--- src/rtl/seg_decode_monitor_if.sv ---
// Seven-segment monitor bus: sampled display/timeout inputs plus decoded count and event outputs.
interface seg_decode_monitor_if #(
  parameter int TO_CNT_W = 8
);
  logic [6:0]          seg;
  logic                timeout;
  logic                clr;
  logic [2:0]          digit;
  logic                digit_valid;
  logic                bad_pat;
  logic                chg;
  logic                step_up;
  logic                step_down;
  logic                step_wrap;
  logic                step_jump;
  logic                to_pulse;
  logic [TO_CNT_W-1:0] to_count;

  modport master (
    output seg, timeout, clr,
    input  digit, digit_valid, bad_pat, chg, step_up, step_down, step_wrap, step_jump,
           to_pulse, to_count
  );

  modport slave (
    input  seg, timeout, clr,
    output digit, digit_valid, bad_pat, chg, step_up, step_down, step_wrap, step_jump,
           to_pulse, to_count
  );
endinterface

--- src/rtl/seg_decode_monitor.sv ---
// Deglitches a seven-segment bus, decodes it to a 0..7 count and classifies each change; counts timeouts.
// Latency STABLE_CYCLES+1 edges from a held seg change to outputs; no backpressure, every cycle is sampled.
module seg_decode_monitor #(
  parameter int STABLE_CYCLES = 4,
  parameter int TO_CNT_W      = 8
) (
  input  logic                clk,
  input  logic                rst,
  seg_decode_monitor_if.slave bus
);
  localparam logic [6:0] GLYPH_ZERO = 7'h7E;

  logic [6:0]          s_seg;
  logic [6:0]          cand;
  logic [6:0]          acc_pat;
  logic [7:0]          stab_cnt;
  logic [7:0]          stab_nxt;
  logic                s_to;
  logic                s_to_d;
  logic                accept;
  logic                legal;
  logic [2:0]          dec;
  logic                up_c;
  logic                down_c;
  logic                wrap_c;
  logic                jump_c;
  logic [2:0]          digit;
  logic                digit_valid;
  logic                bad_pat;
  logic                chg;
  logic                step_up;
  logic                step_down;
  logic                step_wrap;
  logic                step_jump;
  logic                to_pulse;
  logic [TO_CNT_W-1:0] to_count;

  // Returns {legal, value}
  function automatic logic [3:0] decode(input logic [6:0] p);
    case (p)
      7'h7E:   decode = 4'b1_000;
      7'h30:   decode = 4'b1_001;
      7'h6D:   decode = 4'b1_010;
      7'h79:   decode = 4'b1_011;
      7'h33:   decode = 4'b1_100;
      7'h5B:   decode = 4'b1_101;
      7'h5F:   decode = 4'b1_110;
      7'h70:   decode = 4'b1_111;
      default: decode = 4'b0_000;
    endcase
  endfunction

  always_comb begin
    stab_nxt = stab_cnt;
    if (s_seg != cand) begin
      stab_nxt = 8'd0;
    end else if (stab_cnt != 8'hFF) begin
      stab_nxt = stab_cnt + 8'd1;
    end
    // Comparing the new sample (not cand) lets STABLE_CYCLES=1 accept on the first registered sample.
    accept = (stab_nxt >= 8'(STABLE_CYCLES - 1)) && (s_seg != acc_pat);

    {legal, dec} = decode(s_seg);
    up_c   = (dec == digit + 3'd1) && (digit != 3'd7);
    down_c = (dec == digit - 3'd1) && (digit != 3'd0);
    wrap_c = !up_c && !down_c && (dec != digit) && ((digit == 3'd0) || (dec == 3'd0));
    jump_c = !up_c && !down_c && !wrap_c && (dec != digit);
  end

  assign to_pulse = s_to & ~s_to_d;

  always_ff @(posedge clk) begin
    if (rst) begin
      s_seg       <= GLYPH_ZERO;
      cand        <= GLYPH_ZERO;
      acc_pat     <= GLYPH_ZERO;
      stab_cnt    <= 8'd0;
      s_to        <= 1'b0;
      s_to_d      <= 1'b0;
      digit       <= 3'd0;
      digit_valid <= 1'b0;
      bad_pat     <= 1'b0;
      chg         <= 1'b0;
      step_up     <= 1'b0;
      step_down   <= 1'b0;
      step_wrap   <= 1'b0;
      step_jump   <= 1'b0;
      to_count    <= '0;
    end else begin
      s_seg     <= bus.seg;
      s_to      <= bus.timeout;
      s_to_d    <= s_to;
      cand      <= s_seg;
      stab_cnt  <= stab_nxt;
      chg       <= 1'b0;
      step_up   <= 1'b0;
      step_down <= 1'b0;
      step_wrap <= 1'b0;
      step_jump <= 1'b0;

      if (accept) begin
        acc_pat <= s_seg;
        chg     <= 1'b1;
        if (legal) begin
          digit       <= dec;
          bad_pat     <= 1'b0;
          digit_valid <= 1'b1;
          if (digit_valid) begin
            step_up   <= up_c;
            step_down <= down_c;
            step_wrap <= wrap_c;
            step_jump <= jump_c;
          end
        end else begin
          bad_pat <= 1'b1;
        end
      end

      // clr takes priority over both a same-cycle acceptance and a timeout edge.
      if (bus.clr) begin
        to_count    <= '0;
        digit_valid <= 1'b0;
      end else if (to_pulse && (to_count != {TO_CNT_W{1'b1}})) begin
        to_count <= to_count + 1'b1;
      end
    end
  end

  assign bus.digit       = digit;
  assign bus.digit_valid = digit_valid;
  assign bus.bad_pat     = bad_pat;
  assign bus.chg         = chg;
  assign bus.step_up     = step_up;
  assign bus.step_down   = step_down;
  assign bus.step_wrap   = step_wrap;
  assign bus.step_jump   = step_jump;
  assign bus.to_pulse    = to_pulse;
  assign bus.to_count    = to_count;
endmodule
--- src/flat_wrapper.sv ---
// flat-port wrapper written by rule: the top's interface ports become plain ports
module seg_decode_monitor_flat 
#(
  parameter int STABLE_CYCLES = 4,
  parameter int TO_CNT_W      = 8
)
  (clk, rst, bus_seg, bus_timeout, bus_clr, bus_digit, bus_digit_valid, bus_bad_pat, bus_chg, bus_step_up, bus_step_down, bus_step_wrap, bus_step_jump, bus_to_pulse, bus_to_count);
  seg_decode_monitor_if #(.TO_CNT_W(TO_CNT_W)) bus_i ();
  input  logic clk;
  input  logic rst;
  input wire logic [$bits(bus_i.seg)-1:0] bus_seg;
  input wire logic [$bits(bus_i.timeout)-1:0] bus_timeout;
  input wire logic [$bits(bus_i.clr)-1:0] bus_clr;
  output wire logic [$bits(bus_i.digit)-1:0] bus_digit;
  output wire logic [$bits(bus_i.digit_valid)-1:0] bus_digit_valid;
  output wire logic [$bits(bus_i.bad_pat)-1:0] bus_bad_pat;
  output wire logic [$bits(bus_i.chg)-1:0] bus_chg;
  output wire logic [$bits(bus_i.step_up)-1:0] bus_step_up;
  output wire logic [$bits(bus_i.step_down)-1:0] bus_step_down;
  output wire logic [$bits(bus_i.step_wrap)-1:0] bus_step_wrap;
  output wire logic [$bits(bus_i.step_jump)-1:0] bus_step_jump;
  output wire logic [$bits(bus_i.to_pulse)-1:0] bus_to_pulse;
  output wire logic [$bits(bus_i.to_count)-1:0] bus_to_count;
  assign bus_i.seg = bus_seg;
  assign bus_i.timeout = bus_timeout;
  assign bus_i.clr = bus_clr;
  assign bus_digit = bus_i.digit;
  assign bus_digit_valid = bus_i.digit_valid;
  assign bus_bad_pat = bus_i.bad_pat;
  assign bus_chg = bus_i.chg;
  assign bus_step_up = bus_i.step_up;
  assign bus_step_down = bus_i.step_down;
  assign bus_step_wrap = bus_i.step_wrap;
  assign bus_step_jump = bus_i.step_jump;
  assign bus_to_pulse = bus_i.to_pulse;
  assign bus_to_count = bus_i.to_count;
  seg_decode_monitor #(.STABLE_CYCLES(STABLE_CYCLES), .TO_CNT_W(TO_CNT_W)) u_core (.clk(clk), .rst(rst), .bus(bus_i));
endmodule
--- config.mk ---
export PLATFORM = sky130hd
export DESIGN_NAME = seg_decode_monitor_flat
export DESIGN_NICKNAME = d
export VERILOG_FILES = /design/src/rtl/seg_decode_monitor_if.sv /design/src/rtl/seg_decode_monitor.sv /design/src/flat_wrapper.sv
export SDC_FILE = /design/constraint.sdc
export NUM_CORES = 1
export LEC_CHECK = 0
export CELL_PAD_IN_SITES_DETAIL_PLACEMENT = 1
export CELL_PAD_IN_SITES_GLOBAL_PLACEMENT = 1
export CORE_MARGIN = 10
export CORE_UTILIZATION = 37
export DETAILED_ROUTE_END_ITERATION = 8
export GPL_ROUTABILITY_DRIVEN = 0
export PLACE_DENSITY = 0.84
export SLEW_MARGIN = 20
export SYNTH_ARGS = -nofsm -noshare
export SYNTH_HDL_FRONTEND = slang
export SYNTH_SLANG_ARGS = --single-unit
--- constraint.sdc ---
create_clock -name clk -period 2.3 [get_ports clk]
set_input_delay 0.46 -clock clk [delete_from_list [all_inputs] [get_ports clk]]
set_output_delay 0.46 -clock clk [all_outputs]
set_load 0.1 [all_outputs]
* After elaboration in Yosys (flattened, before gate mapping)
Cells that the tools add are included.
Word-level totals: logic and storage cells 65, input bits 11, output and inout bits 19, bits in registers 49
Cells by class: $add $sub $neg 4, bitwise gates (word level) 5, eq/ne operators 16, $lt $le $gt $ge 1, reductions and logical operators 19, mux-type cells 5
Operator list (count):
- == test 7 bit (second input constant) | 6
- one-hot mux 4 bit (8 select lines) | 1
- adder 8 x 1 -> 8 bit (second input constant) | 2
- two-way mux 8 bit | 2
- inequality test 8 bit (second input constant) | 2
- == test 7 x 6 -> 1 bit (second input constant) | 2
- inequality test 7 bit | 2
- logical AND 1 bit | 9
- >= comparator 8 x 2 -> 1 bit (second input constant) | 1
- == test 3 bit | 2
- zero test 3 bit | 2
- inverter 1 bit | 4
- OR reduction 4 bit | 1
- adder 3 x 1 -> 3 bit (second input constant) | 1
- zero test 1 bit | 3
- inequality test 3 bit | 1
- inequality test 3 bit (second input constant) | 1
- nonzero test 3 bit | 1
- subtractor 3 x 1 -> 3 bit (second input constant) | 1
- two-way mux 1 bit | 2
- AND reduction 2 bit | 1
- OR reduction 2 bit | 1
- bitwise AND 1 bit | 1
- logical OR 1 bit | 1

* Logic depth before layout (Yosys ltp)
depth after elaboration 11, depth in mapped cells 9, depth with buffers taken out 8

* Worst setup path after synthesis
OpenSTA, ideal clock, no wires.
path kind register to register, start register u_core.s_to, end register u_core.to_count[7], in the netlist u_core.bus.to_count[7], buffers on the path 0, required time 2.230 ns, clock period less this slack 2.813 ns, slack -0.513 ns, arrival 2.742 ns, library setup time 0.070 ns, stages on the path, launching flop included 6, cell sequence dfxtp_1 -> nor2b_1 -> o21a_1 -> nand4_1 -> or3_1 -> a21oi_1
Between the ends: longest elaborated chain between the ends 2
Ends and longest elaborated chain:
- start: declaration | line seg_decode_monitor.sv:18 | logic s_to;
- start signal: assignment | line seg_decode_monitor.sv:91 | s_to <= bus.timeout;
- bitwise AND 1 bit | line seg_decode_monitor.sv:70 | assign to_pulse = s_to & ~s_to_d;
- net bus_to_pulse | line flat_wrapper.sv:22 | output wire logic [$bits(bus_i.to_pulse)-1:0] bus_to_pulse;
- logical AND 1 bit | line seg_decode_monitor.sv:123 | end else if (to_pulse && (to_count != {TO_CNT_W{1'b1}})) begin
- end signal: assignment | line seg_decode_monitor.sv:124 | to_count <= to_count + 1'b1;
- end: declaration | line seg_decode_monitor.sv:36 | logic [TO_CNT_W-1:0] to_count;
The timed path passes the listed nets, and every way through them passes these cells. A chain may end at the register's enable or synchronous reset.

* Final worst setup path
start register u_core.stab_cnt[1], end register u_core.acc_pat[0]
Between the ends: longest elaborated chain between the ends 5, elaborated cells between the ends (all ways) 6, classes of those cells add/sub: 1; order compare: 1; eq/ne: 1; mux: 2; reduce/logical: 1
Ends and longest elaborated chain:
- start: declaration | line seg_decode_monitor.sv:16 | logic [7:0] stab_cnt;
- start signal: assignment | line seg_decode_monitor.sv:94 | stab_cnt <= stab_nxt;
- adder 8 x 1 -> 8 bit / inequality test 8 bit (equally long branches) | line seg_decode_monitor.sv:58, seg_decode_monitor.sv:57
- two-way mux 8 bit (*) | line seg_decode_monitor.sv:57 | end else if (stab_cnt != 8'hFF) begin
- two-way mux 8 bit (*) | line seg_decode_monitor.sv:55 | if (s_seg != cand) begin
- >= comparator 8 x 2 -> 1 bit (*) | line seg_decode_monitor.sv:61 | accept = (stab_nxt >= 8'(STABLE_CYCLES - 1)) && (s_seg != acc_pat);
- logical AND 1 bit (*) | line seg_decode_monitor.sv:61
- end signal: assignment | line seg_decode_monitor.sv:102 | acc_pat <= s_seg;
- end: declaration | line seg_decode_monitor.sv:15 | logic [6:0] acc_pat;
Every way passes the cells marked *; elsewhere a longest branch is shown, timed or not.

==> summary.txt <==
Routing
  • Drt via density: 5.25
  • Routed Antenna Nets: 0
  • Wire per inst: 15.3 um
  • Total detailed-routing wirelength: 5.83 mm
  • DRT Pass-1 Iters: 4
  • Routed via count: 2007
  • Drt drc: 0
  • Iteration-0 DRC count of the detailed router: 60

Die
  • I/O pin total: 30
  • Die Ht: 101 um
  • Overall die area: 10100 um2
  • Initial cell density of the core: 38.0%
  • Core Region: 6310 um2
  • # rows: 29
  • Die Width: 101 um

Critical path
  • Worst setup EP type: register
  • CP Launch Type: register
  • RR Startpoint: u_core.stab_cnt[1]
  • Setup Crit Path Kind: reg2reg
  • CP Max Fanout: 9
  • Worst endpoint data arrival time: 2410 ps
  • Register-to-Register Path Depth: 8
  • FF-to-FF End: u_core.acc_pat[0]
  • Worst EP required: 2530 ps
  • FF-to-FF setup slack: 120 ps

STA
  • Final setup margin: 122 ps
  • Slew Viols, Final: 0
  • Count of final setup violators: 0
  • Final Hold Fails: 0
  • Sum Neg Setup Slack: 0 ps
  • Slew margin rel.: 65.4%
  • Final period util: 94.7%
  • Skew final: 24.0 ps
  • Worst-Margin Slew: 519 ps
  • Period minus WS final: 2180 ps
  • RSZ-0062 raised after global routing: yes
  • F_max: 0.459 GHz

Power
  • Net Switching: 0.393 mW
  • Pleak: 1.14 nW
  • Max IR drop VDD: 0.284 mV
  • Pint: 1.25 mW
  • Sw Ratio: 23.9%
  • Register share of total power: 54.1%
  • PwrDens: 571 nW/um2
  • Logic pwr share: 7.9%
  • Clock power share: 38.0%

Cells and area
  • Diode count: 0
  • Final net count: 321
  • Layout area overhead: 20.1%
  • Share of cells above drive strength 1: 21.3%

Placed design
  • Port bufs: 29
  • Setup WS pre-CTS: -45.9 ps
  • HPWL after DPL: 4.35 mm

Synthesis
  • Synth top cells by count: dfxtp_1 (49), nand2_1 (31), nor2_1 (22), xnor2_1 (14)
  • Mapped Nets: 290
  • Top post-synthesis cells by area: dfxtp_1 (41%), xnor2_1 (5.1%), nand2_1 (4.8%)
  • Most frequent cell after synthesis: dfxtp_1
  • Compound-Gate Fraction of Synth Area: 12.8%
  • Simple-gate share of the synthesized area: 28.1%
  • Cell area after synthesis: 2400 um2
  • Leading area contributor after synthesis: dfxtp_1
  • Cells after synthesis: 273
  • Register area share after synthesis: 40.9%
  • Total number of yosys warnings: 0
  • Post-Synth Adder-Cell Area: 3.13%
  • Multiplexer area fraction after synthesis: 0.834%
  • Post-synthesis average cell area: 8.79 um2
  • Synth Area in XOR/XNOR: 9.49%
  • Ys flop type: dfxtp_1
  • Yosys reg bits: 49
  • Largest family of logic cells by synthesized area: simple AND/OR/NAND/NOR gates
  • Ys async rst share: 0%
  • Yosys top cell area share: 40.9%
  • Library cells used by synthesis: 52
  • Number of synthesized flops with an enable pin: 0

Clock tree
  • H-tree Lvls: 2
  • Clock latency on the worst-skew pair: 310 ps
  • Clock buffer depth: 2
  • Cts hold-fix bufs: 0
  • CTS tree: built
  • CTS root buf: clkbuf_8
  • Number of CTS-inserted buffers: 5
  • Clock sink count: 49
  • Clock transition at the registers of the reported paths: 110 ps
  • Postcts setup bufs: 0

Global route
  • GRT met3 Usage: 2.54%
  • Largest net degree at the start of global routing: 21
  • M1 GR Usage: 14.8%
  • Met2 Usage GRT: 19.4%
  • Initial antenna violation count: 0
  • Gr ovfl total: 0
  • First-pass GRT wire length: 9.99 mm
  • Tot GR Track Use: 11.8%
  • Number of global-route vias before repair: 2066
  • Gr busiest metal: met2

Worst hold path
  • Critical hold path startpoint: u_core.bus.bad_pat
  • Hold Crit Endpoint: u_core.bus.bad_pat
  • Hold Path Class: reg2reg
  • WHS Path Cells: 2

Outcome
  • Status: finished clean

Run
  • Maxcap violations: 0
[flip-flops by register name (all words and copies together), names as in the netlist]
signal	flops
u_core.bus.step_up	1
u_core.cand	7
u_core.acc_pat	7
u_core.bus.digit	3
u_core.s_seg	7
u_core.s_to	1
u_core.bus.to_count	8
u_core.s_to_d	1
u_core.bus.bad_pat	1
u_core.bus.digit_valid	1
u_core.bus.step_down	1
u_core.bus.step_jump	1
u_core.bus.chg	1
u_core.bus.step_wrap	1
u_core.stab_cnt	8
[cell type report]
class	instances	area [um2]
well taps	77	96.3
multi-input cells	200	1330
clock inverters	2	38.8
clock buffers	6	72.6
flip-flops and latches	49	987
repair buffers	40	325
fillers	762	3430
inverters	8	30.0
[what timing repair did]
item / in CTS / in global routing
gates resized for setup: 2 / 6
endpoints found under the hold margin: 0 / 0
setup endpoints to repair: 3 / 8
pin swaps: 0 / 0
[routing by layer]
layer | routed length, um | up-vias
met4 | 87 | 0
met1 | 2700 | 958
met2 | 2840 | 35
met3 | 198 | 8
met5 | 0 | -
li1 | - | 1006
[cells in the final DEF (no fill, tap or decap), types with 5 or more instances in the layout]
cell             count
buf_4               30
clkbuf_8             5
nand2_1             31
a21oi_1             11
nor3_1               6
o21ai_0              5
dfxtp_2              5
nand4_1              8
or2_2               12
nand3_1              9
dfxtp_1             44
clkdlybuf4s50_1     10
and3_1               6
inv_1                8
xor2_1              12
nor2b_1              6
nor2_1              22
ha_1                 6
xnor2_1             14
[kinds of logic (layout without fill, tap and decap cells)]
family,after synthesis,count (layout)
AND/OR/NAND/NOR,126,126
XOR/XNOR,26,26
multiplexers,2,2
flip-flops,49,49
AO/OA/AOI/OAI,40,40
adder cells (fa/ha/maj),6,6
buffers and inverters,24,56
[worst max-delay path by stage]
stage | startpoint | endpoint | slack [ps] | cells past startpoint
2_1_floorplan | u_core.stab_cnt[0] | u_core.bus.digit[0] | 50 | 9
3_3_place_gp | u_core.stab_cnt[1] | u_core.bus.step_wrap | 70 | 7
3_5_place_dp | u_core.stab_cnt[1] | u_core.bus.step_wrap | -50 | 7
4_1_cts | u_core.stab_cnt[1] | u_core.bus.step_wrap | 30 | 7
5_1_grt | u_core.s_seg[0] | u_core.bus.step_wrap | -20 | 6
6_report | u_core.stab_cnt[1] | u_core.acc_pat[0] | 120 | 8
[metrics by stage]
stage          std cells  hold WS, ps  util [%]  power, mW  instance area (um2)
6_report             382          470      45.6       1.65                 2880
5_1_grt              382          486      45.6       1.71                 2880
4_1_cts              382          474      45.3       1.66                 2860
3_5_place_dp         374          457      43.4       1.04                 2740
3_3_place_gp         374          446      43.4       1.03                 2740
2_1_floorplan        273          429         -      0.991                 2400
[worst max-delay path, stage by stage, from the launching register on]
cell and delay [ps]:
dfxtp_2 350, ha_1 220, and3_1 230, or3_1 310, a221o_1 410, o211ai_4 210, buf_4 200, nand2_2 60
a21oi_2 120
[power groups by stage]
stage	Clock [mW]	Combinational (mW)	Sequential [mW]
floorplan	0	0.0962	0.895
global placement	0	0.125	0.906
detailed placement	0	0.130	0.908
CTS	0.639	0.131	0.888
global route	0.677	0.144	0.892
finish	0.625	0.130	0.890
(Power assumes the default switching activity.)
